### config.mk
export PLATFORM = sky130hd
export DESIGN_NAME = pipelined_cla_adder
export DESIGN_NICKNAME = d
export VERILOG_FILES = /design/src/rtl/pipelined_cla_adder.sv
export SDC_FILE = /design/constraint.sdc
export NUM_CORES = 1
export LEC_CHECK = 0
export ABC_AREA = 1
export CAP_MARGIN = 20
export CORE_ASPECT_RATIO = 0.8
export CORE_MARGIN = 4
export CORE_UTILIZATION = 25
export DETAILED_ROUTE_END_ITERATION = 10
export MAX_ROUTING_LAYER = met4
export PLACE_DENSITY = 0.49
export SKIP_LAST_GASP = 1
export SLEW_MARGIN = 15
export SYNTH_ARGS = -nofsm -noshare
export SYNTH_HDL_FRONTEND = slang
export SYNTH_SLANG_ARGS = --single-unit
### constraint.sdc
create_clock -name clock -period 3.4 [get_ports clock]
set_input_delay 0.68 -clock clock [delete_from_list [all_inputs] [get_ports clock]]
set_output_delay 0.68 -clock clock [all_outputs]
set_load 0.02 [all_outputs]
### src/rtl/pipelined_cla_adder.sv
// Two-stage pipelined add/subtract unit built from 8-bit carry-lookahead blocks,
// with valid/ready flow control on both sides.

module cla8_gp (
    input  logic [7:0] p,
    input  logic [7:0] g,
    output logic       gg,
    output logic       pp
);
    logic term;

    always_comb begin
        gg   = 1'b0;
        term = 1'b0;
        for (int j = 0; j < 8; j++) begin
            term = g[j];
            for (int m = j + 1; m < 8; m++) term = term & p[m];
            gg = gg | term;
        end
        pp = &p;
    end
endmodule

// Carry into each bit of one block, sum-of-products form from the block carry-in.
module cla8_sum (
    input  logic [6:0] p,
    input  logic [6:0] g,
    input  logic       cin,
    output logic [7:0] c
);
    logic acc;
    logic term;

    always_comb begin
        c    = '0;
        acc  = 1'b0;
        term = 1'b0;
        for (int i = 0; i < 8; i++) begin
            acc = cin;
            for (int j = 0; j < i; j++) acc = acc & p[j];
            for (int j = 0; j < i; j++) begin
                term = g[j];
                for (int m = j + 1; m < i; m++) term = term & p[m];
                acc = acc | term;
            end
            c[i] = acc;
        end
    end
endmodule

module pipelined_cla_adder #(
    parameter int WIDTH = 32,
    parameter int TAG_W = 5
) (
    input  logic             clock,
    input  logic             reset,
    input  logic             in_valid,
    output logic             in_ready,
    input  logic [WIDTH-1:0] in_a,
    input  logic [WIDTH-1:0] in_b,
    input  logic             in_sub,
    input  logic [TAG_W-1:0] in_tag,
    output logic             out_valid,
    input  logic             out_ready,
    output logic [WIDTH-1:0] out_sum,
    output logic             out_cout,
    output logic             out_ovf,
    output logic             out_zero,
    output logic             out_lt,
    output logic [TAG_W-1:0] out_tag
);
    localparam int NB = WIDTH / 8;

    logic             in_xfer, s2_adv;
    logic [WIDTH-1:0] bb, new_g, new_p;
    logic [NB-1:0]    new_gg, new_pp;

    logic [WIDTH-1:0] g_d, g_q, p_d, p_q;
    logic [NB-1:0]    gg_d, gg_q, pp_d, pp_q;
    logic             cin_d, cin_q, s1_valid_d, s1_valid_q;
    logic [TAG_W-1:0] s1_tag_d, s1_tag_q;

    logic [NB:0]      blk_c;
    logic [WIDTH-1:0] carry, sum2;
    logic             c_acc, term, cout2, ovf2;

    logic [WIDTH-1:0] sum_d, sum_q;
    logic             cout_d, cout_q, ovf_d, ovf_q, zero_d, zero_q, lt_d, lt_q;
    logic             out_valid_d, out_valid_q;
    logic [TAG_W-1:0] tag_d, tag_q;

    assign s2_adv   = s1_valid_q & (~out_valid_q | out_ready);
    assign in_ready = ~s1_valid_q | s2_adv;
    assign in_xfer  = in_valid & in_ready;

    assign bb    = in_sub ? ~in_b : in_b;
    assign new_g = in_a & bb;
    assign new_p = in_a ^ bb;

    for (genvar k = 0; k < NB; k++) begin : g_blk
        cla8_gp u_gp (
            .p  (new_p[8*k +: 8]),
            .g  (new_g[8*k +: 8]),
            .gg (new_gg[k]),
            .pp (new_pp[k])
        );
        cla8_sum u_sum (
            .p   (p_q[8*k +: 7]),
            .g   (g_q[8*k +: 7]),
            .cin (blk_c[k]),
            .c   (carry[8*k +: 8])
        );
    end

    always_comb begin
        g_d        = in_xfer ? new_g  : g_q;
        p_d        = in_xfer ? new_p  : p_q;
        gg_d       = in_xfer ? new_gg : gg_q;
        pp_d       = in_xfer ? new_pp : pp_q;
        cin_d      = in_xfer ? in_sub : cin_q;
        s1_tag_d   = in_xfer ? in_tag : s1_tag_q;
        s1_valid_d = in_xfer ? 1'b1 : (s2_adv ? 1'b0 : s1_valid_q);
    end

    // Block carry-ins flattened: C_{k+1} = OR_j (G_j & P_{j+1..k}) | (P_{0..k} & cin).
    always_comb begin
        blk_c    = '0;
        blk_c[0] = cin_q;
        c_acc    = 1'b0;
        term     = 1'b0;
        for (int k = 0; k < NB; k++) begin
            c_acc = cin_q;
            for (int j = 0; j <= k; j++) c_acc = c_acc & pp_q[j];
            for (int j = 0; j <= k; j++) begin
                term = gg_q[j];
                for (int m = j + 1; m <= k; m++) term = term & pp_q[m];
                c_acc = c_acc | term;
            end
            blk_c[k+1] = c_acc;
        end
    end

    assign sum2  = p_q ^ carry;
    assign cout2 = blk_c[NB];
    assign ovf2  = carry[WIDTH-1] ^ cout2;

    always_comb begin
        sum_d       = s2_adv ? sum2                    : sum_q;
        cout_d      = s2_adv ? cout2                   : cout_q;
        ovf_d       = s2_adv ? ovf2                    : ovf_q;
        zero_d      = s2_adv ? (sum2 == '0)            : zero_q;
        lt_d        = s2_adv ? (sum2[WIDTH-1] ^ ovf2)  : lt_q;
        tag_d       = s2_adv ? s1_tag_q                : tag_q;
        out_valid_d = s2_adv ? 1'b1 : (out_ready ? 1'b0 : out_valid_q);
    end

    always_ff @(posedge clock) begin
        if (reset) begin
            g_q         <= '0;
            p_q         <= '0;
            gg_q        <= '0;
            pp_q        <= '0;
            cin_q       <= 1'b0;
            s1_tag_q    <= '0;
            s1_valid_q  <= 1'b0;
            sum_q       <= '0;
            cout_q      <= 1'b0;
            ovf_q       <= 1'b0;
            zero_q      <= 1'b0;
            lt_q        <= 1'b0;
            tag_q       <= '0;
            out_valid_q <= 1'b0;
        end else begin
            g_q         <= g_d;
            p_q         <= p_d;
            gg_q        <= gg_d;
            pp_q        <= pp_d;
            cin_q       <= cin_d;
            s1_tag_q    <= s1_tag_d;
            s1_valid_q  <= s1_valid_d;
            sum_q       <= sum_d;
            cout_q      <= cout_d;
            ovf_q       <= ovf_d;
            zero_q      <= zero_d;
            lt_q        <= lt_d;
            tag_q       <= tag_d;
            out_valid_q <= out_valid_d;
        end
    end

    assign out_valid = out_valid_q;
    assign out_sum   = sum_q;
    assign out_cout  = cout_q;
    assign out_ovf   = ovf_q;
    assign out_zero  = zero_q;
    assign out_lt    = lt_q;
    assign out_tag   = tag_q;
endmodule

==> results.cfg, run 1 <==
[pwr]
p_seq_frac = 0.376
power_frac_comb = 0.200
power.leakage_nw = 3.62
power.total_mw = 4.19
intPower_mw = 2.95
p_switching_mw = 1.24
power.share.clock = 0.424
switching_share = 0.297
p_per_area_nw_per_um2 = 502
ir_drop_v = 0.000302

[layout]
drive_gt1_frac = 0.0554
area_growth_pct = 32.5
num_antenna_cells = 0
fin_cells = 1310
num-nets-final = 1089

[run_status]
status = completed

[synth]
ys_seq_elements = 117
yosysWarnings = 0
synthDistinctLibCells = 34
synth_top_area_share = 0.372
yosysSeqAreaShare = 0.372
yosys.area.top_type = dfxtp_1
synth.area.top_cells = dfxtp_1, o21ai_0, nor2_1
synth_nets = 996
syn-cell-area_sq_um = 6300
synth_cells = 886
avgSynthCellArea_sq_um = 7.11

[job]
maxCapViolCount = 0

[placed_design]
post-place-ws_ps = 644
numPortBuffers = 116
place_congestion = 0.808
dpl.hpwl_mm = 14.4
placed_cells = 1278

[detailed_routing]
wl_met3_mm = 1.06
routed-wl-met2_mm = 7.41
wl_per_cell_microns = 14.6
vias = 5841
wirelength_mm = 19.1
ant_nets = 0
first_pass_iters = 5
top_layer_used = met4
drc = 0
avgViaCountPerCell = 4.46
wl_met1_mm = 10.4
first_iter_violations = 408

[clocking]
cts_buffer_depth = 2
cts_root_buf = clkbuf_16
cts.clk_slew.worst_paths_ps = 50
cts_max_level = 4
cts_hold_buf = 0
cts_sinks = 117
cts_buffers = 17
postCtsSetupBuffers = 0
cts_resized = 0
worstSkewPairLatency_ps = 420
cts_tree = yes

[worst_setup_path]
path_class = in2out
r2r_slack_ps = 1080
end_kind = output port
crit_fanout = 3
required_ps = 2720
crit_path_start_kind = primary input
cp.arrival_ps = 1960

[grt]
grt_max_degree = 79
grt_pass1_wl_mm = 30.4
grt_antenna_before_repair = 0
grt_pass1_vias = 5494
grt_usage = 0.144
overflow = 0

[die]
dieArea_sq_um = 27800
fp-row-count = 51
core_sq_um = 24600
die_y_microns = 150
die_w_microns = 185
ios = 117
initial_core_util = 0.256

[timing]
max-slew-margin-rel = 0.597
final.setup_skew_ps = 9.07
finalCriticalPeriod_ps = 2640
hold_viol_final = 0
drv_slew = 0
timing.final.ws_setup_ps = 756
final.period_utilization = 0.778
worstMarginPinSlew_ps = 605
hold_ws_ps = 471
rsz0062_at_grt = no
setup_viol = 0
fmax_ghz = 0.378
fin_setup_tns_ps = 0

[hold_path]
holdCritPathClass = reg2reg
## power by group through the flow
stage	Sequential, mW	Combinational [mW]	Clock, mW
floorplan	1.61	0.481	0
global placement	1.60	0.846	0
detailed placement	1.60	0.843	0
CTS	1.58	0.849	1.82
global route	1.59	0.945	1.89
finish	1.58	0.836	1.78
## worst max-delay path: stages
cell and delay, ps:
clkdlybuf4s50_1 460, inv_1 50, nand3_1 140, clkdlybuf4s50_1 640
## cells in the mapped netlist (all sizes together)
library cell    n
a21oi          73
o21ai         109
o41ai           1
nand2         116
ha             36
clkbuf         35
a21boi          2
nand4          30
nor4            2
nor2          135
o211ai         10
or2             3
clkinv          2
nand3          46
a2111o          1
dfxtp         117
buf            15
o2111ai         2
a21o            1
nor3            7
xnor2           3
inv            95
xor2           45
## cells by family after synthesis
logic type	Yosys count	share of synthesized area
DFF	117	0.372
and+or+nand+nor	339	0.230
adders and majority gates	36	0.0715
buffers and inverters	147	0.0914
xor gates and xnor gates	48	0.0680
AOI/OAI and AO/OA	199	0.167
## path summary, 6_finish.rpt
check / start / endpoint / cells after the start
worst max register to register: cin_q / out_zero / 18
worst min-delay path: p_q[15] / p_q[15] / 2
worst min register to register: p_q[15] / p_q[15] / 2
worst max-delay path: out_ready / in_ready / 4
## placed cells by master (no fill, tap or decap), types with 4 or more instances in the layout
master	instances
a21oi_1	72
clkinv_2	5
o21ai_0	109
clkinvlp_4	4
clkbuf_16	17
nand3_1	46
nor2_1	134
ha_1	36
nand2_2	5
dfxtp_1	117
buf_4	4
o211ai_1	10
xor2_1	45
clkdlybuf4s50_1	115
buf_12	4
nand4_1	29
nand2_1	110
nor3_1	7
inv_1	93
## metrics by stage
stage	utilization	area, sq um
final	0.340	8340
after global placement	0.316	7760
after detailed placement	0.316	7760
after global routing	0.340	8340
after CTS	0.340	8340
after floorplan	-	6300
## flip-flops by register name, indices dropped and copies added, names as in the netlist
name        count
s1_tag_q        5
g_q            28
out_sum        32
out_valid       1
out_zero        1
gg_q            4
out_lt          1
s1_valid_q      1
pp_q            4
out_cout        1
out_tag         5
cin_q           1
out_ovf         1
p_q            32
## area by class of cell
| class | count | area [sq um] |
|---|---|---|
| Clock buffer | 19 | 453 |
| Clock inverter | 13 | 133 |
| Fill cell | 2602 | 16200 |
| Inverter | 97 | 364 |
| Multi-Input combinational cell | 622 | 3390 |
| Sequential cell | 117 | 2340 |
| Tap cell | 318 | 398 |
| Timing Repair Buffer | 124 | 1270 |
## layer usage
layer / global-route usage / vias up
met3: 0.0382 / 13
met1: 0.214 / 2594
met4: 0.0371 / 0
met2: 0.189 / 131
li1: - / 3103
met5: - / -
Note: power is estimated with default switching activity, not from simulation.
==> inputs of run 2 (changes only) <==
PLACE_DENSITY = 0.51   (was 0.49)
clock period = 2.15 ns   (was 3.4 ns; I/O delays follow)
==> run 2 against run 1 <==
  * The flow now finishes with violations (setup timing)
  * Die area stayed put
  * Total power is 63% higher
  * Sequential power is 58% higher
  * Cell count is 3.6% higher
  * Combinational power is 82% higher
  * Non-clock buffer count is 48 higher
  * Critical endpoint is now out_zero
  * Largest cell class unchanged
==> results.cfg, run 2 (same netlist as run 1, synthesis figures left out) <==
[placed_design]
dpl.hpwl_mm = 14.6
numPortBuffers = 116
placed_cells = 1321
dpl-instance-area_sq_um = 8080
place_congestion = 0.804

[timing]
timing.final.ws_setup_ps = -197
rsz0062_at_grt = yes
hold_ws_ps = 473
finalCriticalPeriod_ps = 2350
drv_slew = 0
fmax_ghz = 0.426
final.period_utilization = 1.09
setup_viol = 1
worstMarginPinSlew_ps = 534
final.setup_skew_ps = 8.44
max-slew-margin-rel = 0.644
hold_viol_final = 0

[hold_path]
worstHoldStart = p_q[7]
holdCritPathClass = reg2reg
hold-path-endpoint = p_q[7]
holdPathStages = 2

[clocking]
cts.clk_slew.worst_paths_ps = 60
cts_sinks = 117
cts_buffers = 17
cts_root_buf = clkbuf_16
cts_buffer_depth = 2
worstSkewPairLatency_ps = 410
cts_hold_buf = 0
cts_max_level = 4
cts_tree = yes

[layout]
layout_common_cells = nor2_1, dfxtp_1, clkdlybuf4s50_1, o21ai_0, nand2_1
fin_cells = 1357
drive_gt1_frac = 0.124
num_antenna_cells = 0
final_cell_area_sq_um = 8830
area_growth_pct = 40.3
num-nets-final = 1137
layout_commonest_cell = nor2_1
postLayoutCoreUtil = 0.360

[pwr]
power.leakage_nw = 3.85
power.total_mw = 6.82
ir_drop_v = 0.000569
p_per_area_nw_per_um2 = 772

[die]
die_w_microns = 185
dieArea_sq_um = 27800
fp-row-count = 51
ios = 117
initial_core_util = 0.256
core_sq_um = 24600
die_y_microns = 150

[worst_setup_path]
r2r_cells = 18
rr_startpoint = pp_q[0]
cp.arrival_ps = 2690
r2r_slack_ps = -200
crit_fanout = 2
path_class = reg2reg
timing.rr.end = out_zero
end_kind = flip-flop
crit_path_start_kind = flip-flop
required_ps = 2500

[detailed_routing]
avgViaCountPerCell = 4.45
wirelength_mm = 19.4
vias = 6038
ant_nets = 0
drc = 0
first_iter_violations = 322
first_pass_iters = 5
wl_per_cell_microns = 14.3

[grt]
grt_max_degree = 58
grt_pass1_wl_mm = 30.4
grt_usage = 0.143
grt_pass1_vias = 5797
overflow = 0
grt_antenna_before_repair = 0

[run_status]
failed_checks = setup timing
status = finished with violations

[job]
maxCapViolCount = 0
run 2: changes by cell type in the layout (fill, tap and decap cells not counted), sizes merged:
cell,delta
buf,+48
clkbuf,-1
clkdlybuf4s50,-1
clkinv,-1
clkinvlp,+1
dlymetal6s2s,+1
run 2: per-stage QoR:
stage	setup TNS, ps	setup WS [ps]
CTS	-169	-167
global route	-871	-444
detailed placement	-499	-163
global placement	-328	-129
floorplan	0	50.7
finish	-197	-197
run 2: area by class of cell:
type,count,area [sq um]
timing repair buffer,172,1640
inverter,97,364
fill,2598,15700
multi-input combinational,622,3510
tap,318,398
clock inverter,13,135
sequential,117,2340
clock buffer,18,439
run 2: routing by layer:
metal | vias up | track usage | wire (microns)
met5 | - | - | 0
met4 | 0 | 0.0400 | 229
met3 | 16 | 0.0403 | 1460
met2 | 129 | 0.199 | 7750
met1 | 2695 | 0.202 | 9910
li1 | 3198 | - | -
run 2: how the worst max path moves through the flow:
stage | startpoint | end | slack [ps] | cells past startpoint
5_1_grt | pp_q[0] | out_zero | -440 | 18
4_1_cts | cin_q | out_zero | -170 | 20
3_3_place_gp | in_b[1] | gg_q[0] | -130 | 10
3_5_place_dp | in_b[1] | gg_q[0] | -160 | 10
2_1_floorplan | in_sub | gg_q[0] | 50 | 11
6_report | pp_q[0] | out_zero | -200 | 18
run 2: critical path, cell delays in order (launching register included):
cell     delay (ps)
dfxtp_2         320
nand2_2          60
nand2_2          50
a21o_1          170
nand2_1          80
nand2_2          80
ha_4            170
or2_4           260
xnor2_4         190
nand2_1          70
nor2_1          100
nand3_1          70
nor2_1          120
nand2_1          70
nor2_1          100
nand3_1          70
nor2_1          130
nand2_1          90
a21oi_2         110
run 2: repair_timing:
item / 4_1_cts / 5_1_grt
endpoints found under the setup margin: 3 / 10
hold endpoints to repair: 0 / 0
setup buffers: 0 / 6
pin swaps: 2 / 19
resized for setup: 3 / 35
run 2: power by group:
group	switching, mW	internal [mW]	leakage, nW	total (mW)
sequential	0.151	2.34	0.969	2.49
combinational	0.819	0.704	2.62	1.52
clock	1.08	1.72	0.270	2.80
total	2.05	4.77	3.85	6.82
==> inputs of run 3 (changes only) <==
CORE_ASPECT_RATIO = 0.7   (was 0.8)
PLACE_DENSITY = 0.49   (was 0.51)
clock period = 2.2 ns   (was 2.15 ns; I/O delays follow)
==> run 3 against run 2 <==
  * The run still ends with setup timing left
  * Sequential share of layout area rose by 0.34 points
  * Wire length is 1.3% higher
  * Die area about the same
  * Design area fell by 1.2%
  * Sequential cell count unchanged
  * Sequential power shrank 2%
==> results.cfg, run 3 (same netlist as run 1, synthesis figures left out) <==
[die]
initial_core_util = 0.254
dieArea_sq_um = 27800
die_w_microns = 198
core_sq_um = 24700
die_y_microns = 141
fp-row-count = 48
ios = 117

[clocking]
cts.clk_slew.worst_paths_ps = 50
worstSkewPairLatency_ps = 420
cts_root_buf = clkbuf_16
cts_buffer_depth = 2
cts_sinks = 117
cts_tree = yes
cts_max_level = 4
cts_buffers = 17
cts_hold_buf = 0

[worst_setup_path]
r2r_cells = 18
path_cells = nand2_2, nand2_2, a21o_1, nand2_1, nand2_2, ha_4, or2_4, xnor2_4, nand2_2, nor2_1, nand3_1, nor2_1, nand2_1, nor2_1, nand3_1, nor2_1, nand2_1, a21oi_2
timing.rr.end = out_zero
slowest_delay_ps = 320
rr_startpoint = pp_q[0]
critPathSlowestCell = dfxtp_2
crit_path_start_kind = flip-flop
end_kind = flip-flop
r2r_slack_ps = -100
cp.arrival_ps = 2650
path_class = reg2reg
required_ps = 2550
crit_fanout = 2

[layout]
fillCellCount = 2670
layout_common_cells = nor2_1, dfxtp_1, clkdlybuf4s50_1, o21ai_0, nand2_1
num_antenna_cells = 0
layout_commonest_cell = nor2_1
drive_gt1_frac = 0.107
area_growth_pct = 38.5
num-nets-final = 1121
postLayoutCoreUtil = 0.352
seq_area_sq_um = 2340
multi_input_area_sq_um = 3480

[grt]
grt_max_degree = 96
grt_pass1_wl_mm = 31.1
grt_usage = 0.147
grt_pass1_vias = 5726
grt_antenna_before_repair = 0
overflow = 0

[hold_path]
hold-path-endpoint = p_q[7]
holdPathStages = 2
worstHoldStart = p_q[7]
holdCritPathClass = reg2reg

[placed_design]
place_congestion = 0.813
dpl.hpwl_mm = 14.8
numPortBuffers = 116
post-place-ws_ps = -213

[detailed_routing]
first_pass_iters = 5
ant_nets = 0
wl_met1_mm = 10.3
wirelength_mm = 19.6
top_layer_used = met4
vias = 5987
wl_met3_mm = 1.40
first_iter_violations = 444
routed-wl-met2_mm = 7.73
avgViaCountPerCell = 4.44
drc = 0
wl_per_cell_microns = 14.5

[timing]
setup_viol = 1
final.period_utilization = 1.05
finalCriticalPeriod_ps = 2300
rsz0062_at_grt = yes
max-slew-margin-rel = 0.702
final.setup_skew_ps = 8.50
hold_viol_final = 0
worstMarginPinSlew_ps = 446
timing.final.ws_setup_ps = -104
fmax_ghz = 0.434
drv_slew = 0
fin_setup_tns_ps = -104

[run_status]
status = finished with violations
failed_checks = setup timing

[pwr]
ir_drop_v = 0.000566
power.leakage_nw = 3.81
p_per_area_nw_per_um2 = 784

[job]
maxCapViolCount = 0
-- run 3: cell types whose count changed in the layout (fill, tap and decap cells not counted), sizes merged --
cell and change:
bufinv +2, clkinv -1, clkdlybuf4s50 +1, buf -16
dlymetal6s2s -1, clkbuf +3, clkinvlp -4
-- run 3: how the worst max path moves through the flow --
stage                 start  endpoint  slack (ps)  cells after the start
CTS                   cin_q  out_zero        -160                     18
finish              pp_q[0]  out_zero        -100                     18
global placement    gg_q[0]  out_zero        -150                     18
floorplan            in_sub   gg_q[0]          30                     11
global route        pp_q[0]  out_zero        -350                     20
detailed placement    cin_q  out_zero        -210                     18
-- run 3: repair_timing --
| action | 4_1_cts | 5_1_grt |
|---|---|---|
| pin swaps | 6 | 16 |
| setup buffers | 1 | 3 |
| endpoints found under the hold margin | 0 | 0 |
| endpoints found under the setup margin | 3 | 8 |
| resized for setup | 7 | 24 |
-- run 3: routing by layer --
| layer | up-vias | track usage |
|---|---|---|
| met4 | 0 | 0.0337 |
| met5 | - | - |
| met2 | 140 | 0.196 |
| met3 | 13 | 0.0495 |
| met1 | 2658 | 0.212 |
| li1 | 3176 | - |
-- run 3: cell type report --
type                    instances  share of cell area
inverters                      97              0.0417
well taps                     325              0.0466
flip-flops and latches        117               0.269
clock buffers                  21              0.0539
clock inverters                10              0.0175
repair buffers                156               0.172
multi-input cells             622               0.399
-- run 3: power breakdown --
part           total [mW]  internal [mW]  leakage (nW)  switching (mW)
logic                1.45          0.653          2.53           0.794
registers            2.44           2.29         0.969           0.147
clock network        2.95           1.97         0.308           0.984
total                6.84           4.91          3.81            1.93
-- run 3: critical path, delay by kind of cell, from the launching register on --
family	cells	cell delay, ps
simple gates	14	1320
flops	1	320
xor+xnor	1	160
compound gates	2	280
fa+ha+maj	1	170
-- run 3: stage by stage --
stage	power, mW	std cells	instance area [sq um]	hold WS (ps)
2_1_floorplan	3.23	886	6300	444
3_3_place_gp	3.88	1314	7970	460
3_5_place_dp	3.88	1314	7970	468
4_1_cts	6.90	1346	8620	475
5_1_grt	7.22	1348	8720	482
6_report	6.84	1348	8720	471
